`src/rtl/id_stage_pkg.sv`:
```
// Shared decode-stage definitions: opcodes, instruction field positions and FSM states.
package id_stage_pkg;

    localparam int REG_AW_DEF = 5;
    localparam int OP_W       = 6;
    localparam int OP_LSB     = 26;
    localparam int RS1_LSB    = 21;
    localparam int RS2_LSB    = 16;
    localparam int RD_LSB     = 11;
    localparam int IMM_W      = 16;
    localparam int JT_W       = 26;

    localparam logic [OP_W-1:0] OP_ALU   = 6'd0;
    localparam logic [OP_W-1:0] OP_LOAD  = 6'd1;
    localparam logic [OP_W-1:0] OP_STORE = 6'd2;
    localparam logic [OP_W-1:0] OP_BEQ   = 6'd3;
    localparam logic [OP_W-1:0] OP_JMP   = 6'd4;

    typedef enum logic {
        ST_FLUSH = 1'b0,
        ST_RUN   = 1'b1
    } state_e;

    // Opcodes that actually read the rs2 register (LOAD reuses the field as its destination).
    function automatic logic uses_rs2(input logic [OP_W-1:0] op);
        return (op == OP_ALU) || (op == OP_STORE) || (op == OP_BEQ);
    endfunction

endpackage

```
`src/rtl/id_hazard.sv`:
```
// Load-use hazard detector: flags an instruction that reads the register a load in EX is still producing.
module id_hazard
    import id_stage_pkg::*;
#(
    parameter int REG_AW = REG_AW_DEF
) (
    input  logic [OP_W-1:0]   op,
    input  logic [REG_AW-1:0] rs1,
    input  logic [REG_AW-1:0] rs2,
    input  logic              last_load_valid,
    input  logic [REG_AW-1:0] last_load_rd,
    output logic              hazard
);

    always_comb begin
        hazard = 1'b0;
        if (last_load_valid && (last_load_rd != '0)) begin
            hazard = (rs1 == last_load_rd) || (uses_rs2(op) && (rs2 == last_load_rd));
        end
    end

endmodule

```
`src/rtl/id_stage.sv`:
```
// Decode stage: resolves BEQ/JMP, stalls fetch on load-use, squashes the wrong-path slot, registers operands for EX.
module id_stage
    import id_stage_pkg::*;
#(
    parameter int WIDTH  = 32,
    parameter int REG_AW = REG_AW_DEF
) (
    input  logic                clk,
    input  logic                rst,
    input  logic [WIDTH-3:0]    PC,
    input  logic [WIDTH-1:0]    IR,
    output logic                IsStall,
    output logic                IsBranch,
    output logic [WIDTH-3:0]    BranchAddr,
    output logic [REG_AW-1:0]   rs1_addr,
    output logic [REG_AW-1:0]   rs2_addr,
    input  logic [WIDTH-1:0]    rs1_data,
    input  logic [WIDTH-1:0]    rs2_data,
    output logic                ex_valid,
    output logic [WIDTH-3:0]    ex_pc,
    output logic [OP_W-1:0]     ex_op,
    output logic [REG_AW-1:0]   ex_rd,
    output logic [WIDTH-1:0]    ex_a,
    output logic [WIDTH-1:0]    ex_b,
    output logic [WIDTH-1:0]    ex_imm
);

    localparam int PW = WIDTH - 2;

    state_e              state_q, state_d;
    logic                last_load_valid_q, last_load_valid_d;
    logic [REG_AW-1:0]   last_load_rd_q, last_load_rd_d;
    logic                ex_valid_q, ex_valid_d;
    logic [PW-1:0]       ex_pc_q, ex_pc_d;
    logic [OP_W-1:0]     ex_op_q, ex_op_d;
    logic [REG_AW-1:0]   ex_rd_q, ex_rd_d;
    logic [WIDTH-1:0]    ex_a_q, ex_a_d;
    logic [WIDTH-1:0]    ex_b_q, ex_b_d;
    logic [WIDTH-1:0]    ex_imm_q, ex_imm_d;

    logic [OP_W-1:0]     op;
    logic [REG_AW-1:0]   rs1, rs2, rd;
    logic [IMM_W-1:0]    imm;
    logic [WIDTH-1:0]    imm_sext;
    logic [JT_W+1:0]     jmp_word;
    logic [PW-1:0]       beq_tgt, jmp_tgt;
    logic                hazard, run, issue, taken;

    assign op       = IR[OP_LSB +: OP_W];
    assign rs1      = IR[RS1_LSB +: REG_AW];
    assign rs2      = IR[RS2_LSB +: REG_AW];
    assign rd       = IR[RD_LSB +: REG_AW];
    assign imm      = IR[IMM_W-1:0];
    assign imm_sext = {{(WIDTH-IMM_W){imm[IMM_W-1]}}, imm};
    assign rs1_addr = rs1;
    assign rs2_addr = rs2;

    id_hazard #(.REG_AW(REG_AW)) u_hazard (
        .op              (op),
        .rs1             (rs1),
        .rs2             (rs2),
        .last_load_valid (last_load_valid_q),
        .last_load_rd    (last_load_rd_q),
        .hazard          (hazard)
    );

    // Targets wrap silently modulo 2^PW.
    assign beq_tgt  = PC + {imm_sext[PW-3:0], 2'b00};
    assign jmp_word = {IR[JT_W-1:0], 2'b00};
    assign jmp_tgt  = PW'(jmp_word);

    assign run   = (state_q == ST_RUN);
    assign issue = run && !hazard;
    assign taken = (op == OP_JMP) || ((op == OP_BEQ) && (rs1_data == rs2_data));

    // State register
    always_ff @(posedge clk) begin
        if (rst) state_q <= ST_FLUSH;
        else     state_q <= state_d;
    end

    // Next state: a taken branch squashes the fall-through fetched alongside the redirect.
    always_comb begin
        state_d = state_q;
        case (state_q)
            ST_FLUSH: state_d = ST_RUN;
            ST_RUN:   if (issue && taken) state_d = ST_FLUSH;
            default:  state_d = ST_FLUSH;
        endcase
    end

    // Fetch control outputs
    always_comb begin
        IsStall    = 1'b0;
        IsBranch   = 1'b0;
        BranchAddr = '0;
        if (!rst) begin
            IsStall  = run && hazard;
            IsBranch = issue && taken;
            if (IsBranch) BranchAddr = (op == OP_JMP) ? jmp_tgt : beq_tgt;
        end
    end

    always_comb begin
        ex_valid_d        = 1'b0;
        ex_pc_d           = ex_pc_q;
        ex_op_d           = ex_op_q;
        ex_rd_d           = ex_rd_q;
        ex_a_d            = ex_a_q;
        ex_b_d            = ex_b_q;
        ex_imm_d          = ex_imm_q;
        last_load_valid_d = 1'b0;
        last_load_rd_d    = last_load_rd_q;
        if (issue) begin
            ex_valid_d        = 1'b1;
            ex_pc_d           = PC;
            ex_op_d           = op;
            ex_rd_d           = (op == OP_LOAD) ? rs2 : rd;
            ex_a_d            = rs1_data;
            ex_b_d            = rs2_data;
            ex_imm_d          = imm_sext;
            last_load_valid_d = (op == OP_LOAD);
            last_load_rd_d    = rs2;
        end
    end

    always_ff @(posedge clk) begin
        if (rst) begin
            ex_valid_q        <= 1'b0;
            ex_pc_q           <= '0;
            ex_op_q           <= '0;
            ex_rd_q           <= '0;
            ex_a_q            <= '0;
            ex_b_q            <= '0;
            ex_imm_q          <= '0;
            last_load_valid_q <= 1'b0;
            last_load_rd_q    <= '0;
        end else begin
            ex_valid_q        <= ex_valid_d;
            ex_pc_q           <= ex_pc_d;
            ex_op_q           <= ex_op_d;
            ex_rd_q           <= ex_rd_d;
            ex_a_q            <= ex_a_d;
            ex_b_q            <= ex_b_d;
            ex_imm_q          <= ex_imm_d;
            last_load_valid_q <= last_load_valid_d;
            last_load_rd_q    <= last_load_rd_d;
        end
    end

    assign ex_valid = ex_valid_q;
    assign ex_pc    = ex_pc_q;
    assign ex_op    = ex_op_q;
    assign ex_rd    = ex_rd_q;
    assign ex_a     = ex_a_q;
    assign ex_b     = ex_b_q;
    assign ex_imm   = ex_imm_q;

endmodule

```
`config.mk`:
```
export PLATFORM = sky130hd
export DESIGN_NAME = id_stage
export DESIGN_NICKNAME = d
export VERILOG_FILES = /design/src/rtl/id_stage_pkg.sv /design/src/rtl/id_hazard.sv /design/src/rtl/id_stage.sv
export SDC_FILE = /design/constraint.sdc
export NUM_CORES = 1
export LEC_CHECK = 0
export ABC_CLOCK_PERIOD_IN_PS = 3000
export BUFFER_PORTS_ARGS = -buffer_cell sky130_fd_sc_hd__buf_2
export CAP_MARGIN = 20
export CORE_UTILIZATION = 48
export CTS_CLUSTER_DIAMETER = 80
export DETAILED_ROUTE_END_ITERATION = 8
export PLACE_DENSITY = 0.89
export REMOVE_ABC_BUFFERS = 1
export SYNTH_ARGS = -nofsm -noshare
export SYNTH_HDL_FRONTEND = slang
export SYNTH_SLANG_ARGS = --single-unit
```
`constraint.sdc`:
```
create_clock -name clk -period 3 [get_ports clk]
set_clock_uncertainty 0.2 [all_clocks]
set_input_delay 0.15 -clock clk [delete_from_list [all_inputs] [get_ports clk]]
set_output_delay 0.15 -clock clk [all_outputs]
set_load 0.03 [all_outputs]
```
After elaboration in Yosys (flattened, before gate mapping)
Index checks and enable logic that the tools add are counted.
{"block": "totals", "reg_bits": 129, "elab_cells": 44, "out_inout_bits": 180}
{"block": "op_classes", "add_sub_neg": 1, "eq_ne": 7, "n_mux": 10, "bitwise_logic": 2, "reduce_logical": 14}
{"cell": "$mux W30", "count": 3}
{"cell": "$eq A32 B32 Y1", "count": 1}
{"cell": "$add A30 B30 Y30", "count": 1}
{"cell": "$eq A6 B2 Y1 const B", "count": 2}
{"cell": "$eq A5 B5 Y1", "count": 2}
{"cell": "$eq A6 B1 Y1 const B", "count": 1}
{"cell": "$eq A6 B3 Y1 const B", "count": 1}
{"cell": "$logic_and A1 B1 Y1", "count": 6}
{"cell": "$logic_not A6 Y1", "count": 1}
{"cell": "$mux W1", "count": 5}
{"cell": "$mux W5", "count": 1}
{"cell": "$reduce_bool A5 Y1", "count": 1}
{"cell": "$logic_or A1 B1 Y1", "count": 4}
{"cell": "$not A1 Y1", "count": 2}
{"cell": "$pmux W1 S2", "count": 1}
{"cell": "$reduce_or A2 Y1", "count": 1}
{"cell": "$logic_not A1 Y1", "count": 1}

Longest topological paths before layout
Gate-level depths: netlist (run 1).
{"block": "logic_depth", "ltp_word": 11, "depth_mapped": 12, "depth_no_buf": 12}

By module
From an unflattened synthesis (run 1), not the netlist that was laid out.
{"block": "hier_totals", "cells_unflattened": 986, "area_unflattened_um2": 7233.2}
{"module": "id_stage", "cells_each": 967, "seq_area_each_um2": 2582.5, "n_inst": 1, "area_each_um2": 7086.8}
{"module": "id_hazard", "cells_each": 19, "seq_area_each_um2": 0.0, "n_inst": 1, "area_each_um2": 146.4}

Least setup slack after synthesis (run 1)
No wires, ideal clock.
{"block": "synth_path", "path_type": "input-to-output", "startpoint": "input port PC[2]", "endpoint": "output port BranchAddr[26]", "path_slack_ns": -0.048, "required_time_ns": 2.650, "arrival_ns": 2.698, "n_path_buf": 0, "cell_stages": 12, "path_cell_list": "ha_1 -> inv_1 -> fa_1 -> nand2b_1 -> a21oi_1 -> o21ai_1 -> a21oi_1 -> o21ai_1 -> o21ai_1 -> a311oi_1 -> xor2_1 -> o21ai_0"}
{"block": "synth_between", "elab_chain_cells": 4}
{"element": "start, declared", "line_no": "id_stage.sv:10", "text": "input logic [WIDTH-3:0] PC,"}
{"element": "$add A30 B30 Y30", "line_no": "id_stage.sv:68", "text": "assign beq_tgt = PC + {imm_sext[PW-3:0], 2'b00};"}
{"element": "$mux W30 (2 in a row)", "line_no": "id_stage.sv:100", "text": "if (IsBranch) BranchAddr = (op == OP_JMP) ? jmp_tgt : beq_tgt;"}
{"element": "$mux W30", "line_no": "id_stage.sv:97", "text": "if (!rst) begin"}
{"element": "end, declared", "line_no": "id_stage.sv:14", "text": "output logic [WIDTH-3:0] BranchAddr,"}
No other way between the ends.

Final worst setup path (run 1)
{"block": "layout_path", "startpoint": "input port rs1_data[21]", "endpoint": "output port BranchAddr[13]"}
{"block": "layout_between", "elab_chain_cells": 6}
{"element": "start, declared", "line_no": "id_stage.sv:17", "text": "input logic [WIDTH-1:0] rs1_data,"}
{"element": "$eq A32 B32 Y1", "line_no": "id_stage.sv:74", "text": "assign taken = (op == OP_JMP) || ((op == OP_BEQ) && (rs1_data == rs2_data));"}
{"element": "$logic_and A1 B1 Y1", "line_no": "id_stage.sv:74"}
{"element": "$logic_or A1 B1 Y1", "line_no": "id_stage.sv:74"}
{"element": "$logic_and A1 B1 Y1", "line_no": "id_stage.sv:99", "text": "IsBranch = issue && taken;"}
{"element": "$mux W30", "line_no": "id_stage.sv:100"}
{"element": "$mux W30", "line_no": "id_stage.sv:97"}
No other way between the ends.

==> run summary, run 1 <==
status: finished, violations left
failing checks: negative setup slack
final setup TNS: -5.17 ns
Placer Congestion: 0.924
Rel. slew slack: 0.376
Die W: 121 µm
# DRC: 0
Area Overhead vs Synth: 56.8%
drt total wl: 28900 µm
register area share after synthesis: 0.381
fin nets: 1473
share of cells above drive strength 1: 0.320
HP Class: input pin to flop
CP Launch Type: input pin
placeable core area: 0.0138 mm²
wire length per cell: 19.1 µm
most common cell after layout, fill and taps aside: buf_2
Setup WS pre-CTS: -0.0856 ns
Worst Path Required: 2.65 ns
ys async rst share: 0
PD cells: 490 mW/mm²
Critical Path Max Stage Delay: 0.55 ns
CP bufs+invs: 5
Synth Flop Type: dfxtp_1
DIE AREA: 0.0146 mm²
Initial Util: 0.490
port bufs: 307
Post-synth EDFFs: 0
global route overflow: 0
Sink Count: 129
vias per inst: 5.77
All-Layer GR Usage: 0.371
cts bufs inserted: 17
Top Ports: 308
Routed met1 length: 10000 µm
final worst setup slack: -0.243 ns
router iterations before antenna repair: 7
Slew Limit Fails: 0
antenna violations before repair: 2
crit path time final: 3.24 ns
final core occ: 0.769
RSZ-0062 raised after global routing: true
Ys Warns: 0
fmax: 308 MHz
FF+latch count, synth: 129
DP Area: 0.00843 mm²
Die Ht: 121 µm
worst-path cell chain: dlygate4sd3_1, buf_2, xor2_1, nor4_1, nand4_1, nor3_2, buf_6, buf_8, a22oi_1, nor2_1, clkbuf_4
Top Metal Used: met4
Core Rows: 43
via count: 8721
Critical Path Sink Type: primary output
Clock transition at path regs: 0.06 ns
Detail Route Antenna Nets: 0
DR WL met2: 14400 µm
area leader, netlist: dfxtp_1
max cap viols: 0
worst skew pair latency: 0.42 ns
DP Wirelength: 15500 µm
syn avg cell area: 7.51 µm²
Clk Tree Root Cell: clkbuf_16
master of the slowest instance on the critical path: dlygate4sd3_1
first-pass GRT wire length: 42100 µm
Final Hold Fails: 0
Leakage: 5.05 nW
post-route design area: 0.0106 mm²
crit-path leading delay family: simple AND/OR/NAND/NOR gates
ranking of synthesized cells by area: dfxtp_1 38%, nand2_1 15%, a21oi_1 10%
Worst Path Max Fanout: 6
H-tree depth: 4
clk buf depth: 2
worst vdd ir: 0.000414 V
Final Setup Violations: 31
Final period util: 1.08
post-synth top area share: 0.381
Mapped Area: 0.00678 mm²
Netlist cell types: 55
largest net degree at the start of global routing: 86
DR iter-0 viols: 1057
met3 WL: 2670 µm
CTS tree: yes
Worst Tran Pin Value: 0.936 ns
Mapped Cells: 903
vias in the first global route: 8477
Arrival @ worst endpoint: 2.89 ns
most frequent cells in the layout: 275 x buf_2, 269 x nand2_1, 136 x a21oi_1
crit path kind: input pin to primary output
## per-stage QoR
step / power, mW / cells / hold slack [ns]
final: 5.21 / 1512 / 0.0760
after global placement: 2.95 / 1344 / 0.206
after global routing: 5.40 / 1510 / 0.0859
after CTS: 5.10 / 1500 / 0.0404
after detailed placement: 2.97 / 1344 / 0.209
after floorplan: 2.55 / 826 / 0.0191
## metal layers
metal,GRT usage,up-vias
met5,0,-
met4,0.247,0
met3,0.107,203
met2,0.635,654
met1,0.396,4019
li1,-,3845
## worst min-delay path, stage by stage
cell and delay [ns]:
buf_2 0.23, mux2i_1 0.18, a211oi_1 0.08
## synthesized netlist by cell type (2+ instances only)
library cell	count
nand2_1	275
a21oi_1	140
dfxtp_1	129
nor2_1	46
xor2_1	36
clkbuf_1	31
xnor2_1	29
ha_1	27
buf_4	26
o21ai_0	24
buf_2	17
a22oi_1	12
inv_1	11
a21o_1	8
nor4_1	8
a211oi_1	7
nand4_1	6
o21a_1	6
o21ai_1	6
mux2i_1	5
nand2b_1	5
nor2b_1	5
nor3_1	4
and3_1	3
nand3_1	3
buf_1	2
o211ai_1	2
o21bai_1	2
o221ai_1	2
## state kept, by name, indices dropped and copies added (netlist names)
name               flops
ex_a                  32
ex_b                  32
ex_imm                16
ex_op                  6
ex_pc                 30
ex_rd                  5
ex_valid               1
last_load_rd_q         5
last_load_valid_q      1
run                    1
## kinds of logic (layout without fill, tap and decap cells)
family          Yosys count  in the layout  synth area share
compound gates          223            223             0.189
xor+xnor                 65             65            0.0839
fa+ha+maj                28             28            0.0528
buf+inv                  89            514            0.0679
flops                   129            129             0.381
mux                       5              5           0.00738
other cells               0              2                 0
simple gates            364            366             0.218
## final cells by class
type | count | area [µm²]
antenna | 2 | 5.00
clock buffer | 17 | 425
clock inverter | 15 | 149
fill | 884 | 3200
inverter | 12 | 45.0
multi-input combinational | 687 | 3920
sequential | 129 | 2580
tap | 180 | 225
timing repair buffer | 470 | 3280
## what timing repair did
item,in CTS,in global routing
pin swaps,0,16
gates cloned,1,4
resized for setup,19,79
hold endpoints to repair,127,0
buffers inserted,1,7
setup endpoints to repair,20,33
hold buffers,122,0
## where the power goes
part / internal (mW) / leakage (nW) / switching [mW]
logic: 0.511 / 3.70 / 0.798
clock network: 1.16 / 0.283 / 0.862
registers: 1.81 / 1.06 / 0.0602
## worst paths after layout
kind / startpoint / endpoint / slack, ns / cells after the start
setup / recovery: rs1_data[21] / BranchAddr[13] / -0.24 / 11
hold / removal: IR[15] / ex_rd[4] / 0.08 / 3
setup reg to reg: last_load_rd_q[2] / ex_a[25] / 0.17 / 8
hold reg to reg: ex_b[28] / ex_b[28] / 0.25 / 2
(Power assumes the default switching activity.)
==> run 2: changes to the inputs <==
- ABC_CLOCK_PERIOD_IN_PS: 3000 -> 4200
- CORE_AREA: unset -> 2 2 119 121
- CORE_UTILIZATION: 48 -> unset
- DIE_AREA: unset -> 0 0 121 123
- PLACE_DENSITY: 0.89 -> 0.91
- clock period: 3 -> 4.2 ns (I/O delays scaled with it)
==> run summary, run 2 (synthesis results as in run 1) <==
HP Class: input pin to flop
placeable core area: 0.0136 mm² (-1.6%)
PD cells: 384 mW/mm² (-22%)
most frequent cells in the layout: 306 x buf_2, 275 x nand2_1, 139 x a21oi_1
most common cell after layout, fill and taps aside: buf_2
Clock transition at path regs: 0.06 ns (about the same)
drt total wl: 26400 µm (-8.6%)
Placer Congestion: 0.922 (-0.30%)
wire length per cell: 17.9 µm (-6.2%)
via count: 8367 (-4.1%)
Core Rows: 43 (unchanged)
max cap viols: 0 (unchanged)
Initial Util: 0.498 (+0.00775)
All-Layer GR Usage: 0.339 (-0.0326)
CP Launch Type: input pin
Detail Route Antenna Nets: 0 (unchanged)
share of cells above drive strength 1: 0.280 (-0.0394)
Final Hold Fails: 0 (unchanged)
Sink Count: 129 (unchanged)
clk buf depth: 2 (unchanged)
Arrival @ worst endpoint: 3.55 ns (+0.66 ns)
Worst Path Max Fanout: 5 (-1)
Die W: 121 µm (+0.12%)
Final Setup Violations: 0 (-100%)
DP Wirelength: 15100 µm (-2.2%)
fin cells: 1472 (-2.6%)
Post-CTS Setup Bufs: 0 (-1)
Worst Path Required: 3.79 ns (+1.14 ns)
worst vdd ir: 0.000215 V (-48%)
final setup TNS: 0 ns (+5.17 ns)
largest net degree at the start of global routing: 132 (+53%)
WHS: 0.0213 ns (-0.0548 ns)
vias in the first global route: 7890 (-6.9%)
# DRC: 0 (unchanged)
antenna violations before repair: 0 (-2)
global route overflow: 0 (unchanged)
crit path time final: 3.96 ns
crit-path leading delay family: compound AO/OA/AOI/OAI gates
router iterations before antenna repair: 7 (unchanged)
Critical Path Max Stage Delay: 0.53 ns (-0.02 ns)
Leakage: 4.83 nW (-4.3%)
Clk Tree Root Cell: clkbuf_16
first-pass GRT wire length: 39500 µm (-6.1%)
fin nets: 1435 (-2.6%)
Critical Path Sink Type: primary output
H-tree depth: 4 (unchanged)
ANT cells: 0 (-2)
vias per inst: 5.68 (-1.5%)
total chip power: 3.88 mW (-25%)
CTS tree: yes
worst-path cell chain: dlygate4sd3_1, buf_2, ha_1, nand2_1, o21ai_0, o22a_1, a311o_1, nand2_1, o31ai_1, xnor2_1, o21ai_0, buf_2
DIE AREA: 0.0149 mm² (+1.9%)
status: finished clean
Final period util: 0.943
crit path kind: input pin to primary output
fmax: 253 MHz
Worst Tran Pin Value: 1.01 ns (+0.0700 ns)
cts bufs inserted: 17 (unchanged)
port bufs: 307 (unchanged)
CP bufs+invs: 3 (-2)
master of the slowest instance on the critical path: dlygate4sd3_1
Slew Limit Fails: 0 (unchanged)
Top Ports: 308 (unchanged)
Rel. slew slack: 0.330 (-0.0466)
worst skew pair latency: 0.41 ns (about the same)
Die Ht: 123 µm (+1.8%)
Area Overhead vs Synth: 49.3%
DR iter-0 viols: 876 (-17%)
RSZ-0062 raised after global routing: false
Placed Instances: 1320 (-1.8%)
run 2: changes by cell type in the layout (fill, tap and decap cells not counted), moves of 10 or more:
cell      change
buf_2        +31
o21ai_2      -10
buf_6        -13
o21ai_0      +10
buf_4        -34
clkbuf_4     -13
run 2: metal layers:
layer / GRT usage / up-vias / share of wire
li1: - / 3768 / -
met1: 0.363 / 3831 / 0.35
met2: 0.587 / 597 / 0.49
met3: 0.0863 / 171 / 0.093
met4: 0.230 / 0 / 0.065
met5: 0 / - / 0
run 2: worst paths after layout:
check / start / slack [ns] / to / cells after the start
max: IR[3] / 0.24 / BranchAddr[25] / 12
min: rst / 0.02 / ex_pc[12] / 2
max reg2reg: last_load_rd_q[1] / 1.40 / ex_b[29] / 8
min reg2reg: ex_b[24] / 0.25 / ex_b[24] / 2
run 2: timing repair:
action                                 in CTS  in global routing
hold buffers                              120                  0
resized for setup                           0                  5
setup endpoints to repair                   0                  4
endpoints found under the hold margin     122                  0
run 2: stage by stage:
stage | worst slack, ns | utilization | area [µm²]
2_1_floorplan | -1.73 | - | 6370
3_3_place_gp | 0.886 | 0.605 | 8230
3_5_place_dp | 0.833 | 0.605 | 8230
4_1_cts | 0.281 | 0.742 | 10100
5_1_grt | 0.0201 | 0.744 | 10100
6_report | 0.240 | 0.744 | 10100
run 2: report_power, final:
part           switching [mW]  internal, mW  total [mW]  leakage (nW)
Combinational           0.539         0.334       0.873          3.45
Clock                   0.572          1.10        1.68         0.319
Sequential             0.0415          1.29        1.34          1.06
Total                    1.15          2.73        3.88          4.83
run 2: area by class of cell:
cell class                 count  area, µm²
multi-input combinational    685       3780
fill                         872       3490
tap                          180        225
inverter                      12       45.0
timing repair buffer         434       2820
clock buffer                  20        467
clock inverter                12        204
sequential                   129       2580
==> run 3: changes to the inputs <==
- BUFFER_PORTS_ARGS: -buffer_cell sky130_fd_sc_hd__buf_2 -> unset
- CORE_AREA: 2 2 119 121 -> 2 2 118 120
- DIE_AREA: 0 0 121 123 -> 0 0 120 122
- DONT_BUFFER_PORTS: unset -> 1
- PLACE_DENSITY: 0.91 -> 0.73
==> run summary, run 3 (synthesis results as in run 1) <==
Core Rows: 43 (unchanged)
CTS Hold Bufs: 122 (+1.7%)
global route overflow: 0 (unchanged)
most frequent cells in the layout: 275 x nand2_1, 140 x a21oi_1, 128 x dfxtp_1
Top Metal Used: met4
Hold Crit Depth: 2 (unchanged)
post_cts resized: 0 (unchanged)
P_int: 2.49 mW (-8.7%)
DR iter-0 viols: 450 (-49%)
Top Ports: 308 (unchanged)
Worst Path Required: 3.79 ns (about the same)
Final period util: 0.863 (-0.0794)
Placer Congestion: 0.917 (-0.47%)
Arrival @ worst endpoint: 3.22 ns (-0.33 ns)
Sequential Power Share: 0.420 (+0.076)
RSZ-0062 raised after global routing: false
fmax: 276 MHz (+9.2%)
Worst Tran Pin Value: 1.12 ns (+0.111 ns)
vias per inst: 5.66 (-0.36%)
vias in the first global route: 6413 (-19%)
placeable core area: 0.0135 mm² (-0.79%)
Critical Path Sink Type: primary output
DR WL met2: 10900 µm (-16%)
post-route design area: 0.00868 mm² (-14%)
status: finished clean
Comb pwr share: 0.147 (-0.078)
Clk Tree Root Cell: clkbuf_16
reg-to-reg slack, setup: 1.27 ns (-0.13 ns)
antenna violations before repair: 1 (+1)
max cap viols: 0 (unchanged)
CTS tree: yes
drt total wl: 22300 µm (-16%)
Worst Path Max Fanout: 18 (+13)
Slew Limit Fails: 0 (unchanged)
largest net degree at the start of global routing: 128 (-3.0%)
final setup TNS: 0 ns (unchanged)
met3 WL: 2040 µm (-17%)
crit path time final: 3.63 ns (-0.333 ns)
port bufs: 0 (-100%)
Worst Reg-to-Reg Cells: 8 (unchanged)
DP Wirelength: 13800 µm (-8.7%)
HP Class: input pin to flop
Post-CTS Setup Bufs: 0 (unchanged)
DP Area: 0.00682 mm² (-17%)
Die W: 120 µm (-0.83%)
RR Startpoint: last_load_rd_q[0]
wire length per cell: 18.8 µm (+4.8%)
clk buf depth: 2 (unchanged)
H-tree depth: 4 (unchanged)
All-Layer GR Usage: 0.289 (-0.0497)
Rel. slew slack: 0.256 (-0.0739)
DIE AREA: 0.0146 mm² (-1.6%)
Clock power frac: 0.433 (about the same)
Sink Count: 129 (unchanged)
worst skew pair latency: 0.42 ns (about the same)
Routed met1 length: 8700 µm (-5.8%)
Setup WS pre-CTS: 0.913 ns (+0.0800 ns)
first-pass GRT wire length: 33100 µm (-16%)
Clock transition at path regs: 0.06 ns (about the same)
crit path kind: flop to primary output
CP Launch Type: flop
end point of the worst hold path: ex_pc[14]
fin nets: 1149 (-20%)
share of cells above drive strength 1: 0.0716 (-0.209)
r2r endpoint: ex_pc[19]
# DRC: 0 (unchanged)
final worst setup slack: 0.574 ns (+0.333 ns)
HP Start: rst
cts bufs inserted: 17 (unchanged)
Leakage: 3.50 nW (-27%)
Area Overhead vs Synth: 28.0%
via count: 6723 (-20%)
most common cell after layout, fill and taps aside: nand2_1
total chip power: 3.55 mW (-8.7%)
worst vdd ir: 0.000241 V (+12%)
Final Setup Violations: 0 (unchanged)
PD cells: 408 mW/mm² (+6.4%)
sw frac: 0.296 (about the same)
net switching power: 1.05 mW (-8.8%)
router iterations before antenna repair: 6 (-1)
Die Ht: 122 µm (-0.81%)
Final Hold Fails: 0 (unchanged)
Initial Util: 0.502 (+0.00397)
Detail Route Antenna Nets: 0 (unchanged)
-- run 3: worst max path at each step --
stage                          end              start  depth (start not counted)
floorplan                 ex_rd[0]  last_load_rd_q[0]                          5
global placement    BranchAddr[26]              PC[2]                         13
detailed placement  BranchAddr[14]             IR[28]                          8
CTS                 BranchAddr[14]  last_load_rd_q[0]                          8
global route        BranchAddr[14]  last_load_rd_q[3]                          9
finish              BranchAddr[14]  last_load_rd_q[0]                          8
-- run 3: stage by stage --
stage,hold WS [ns],utilization,instances
floorplan,0.0791,-,826
global placement,0.0888,0.505,1032
detailed placement,0.0909,0.505,1032
CTS,0.0402,0.643,1186
global route,0.0386,0.643,1187
finish,0.00798,0.643,1187
-- run 3: final cells by class --
class                           count  area (µm²)
Clock buffer                       18         439
Antenna cell                        1        2.50
Tap cell                          180         225
Multi-Input combinational cell    685        3760
Clock inverter                     14         179
Timing Repair Buffer              148        1450
Fill cell                        1049        4820
Sequential cell                   129        2590
Inverter                           12        45.0
-- run 3: metal layers --
| layer | vias to the layer above | track usage |
|---|---|---|
| met5 | - | 0 |
| met4 | 0 | 0.133 |
| met3 | 51 | 0.0880 |
| met2 | 374 | 0.494 |
| met1 | 3105 | 0.331 |
| li1 | 3193 | - |
-- run 3: power groups by stage --
stage / registers (mW) / logic [mW] / clock network, mW
after floorplan: 1.50 / 0.318 / 0
after global placement: 1.51 / 0.379 / 0
after detailed placement: 1.52 / 0.386 / 0
after CTS: 1.49 / 0.507 / 1.56
after global routing: 1.50 / 0.571 / 1.61
final: 1.49 / 0.520 / 1.54
-- run 3: critical path: stages (launching register included) --
cell	delay, ns
dfxtp_1	0.34
or4_1	0.52
o21ai_1	0.13
a21oi_1	0.10
or3b_1	0.69
nor2b_2	0.58
nand2_1	0.09
o21ai_0	0.13
buf_4	0.21
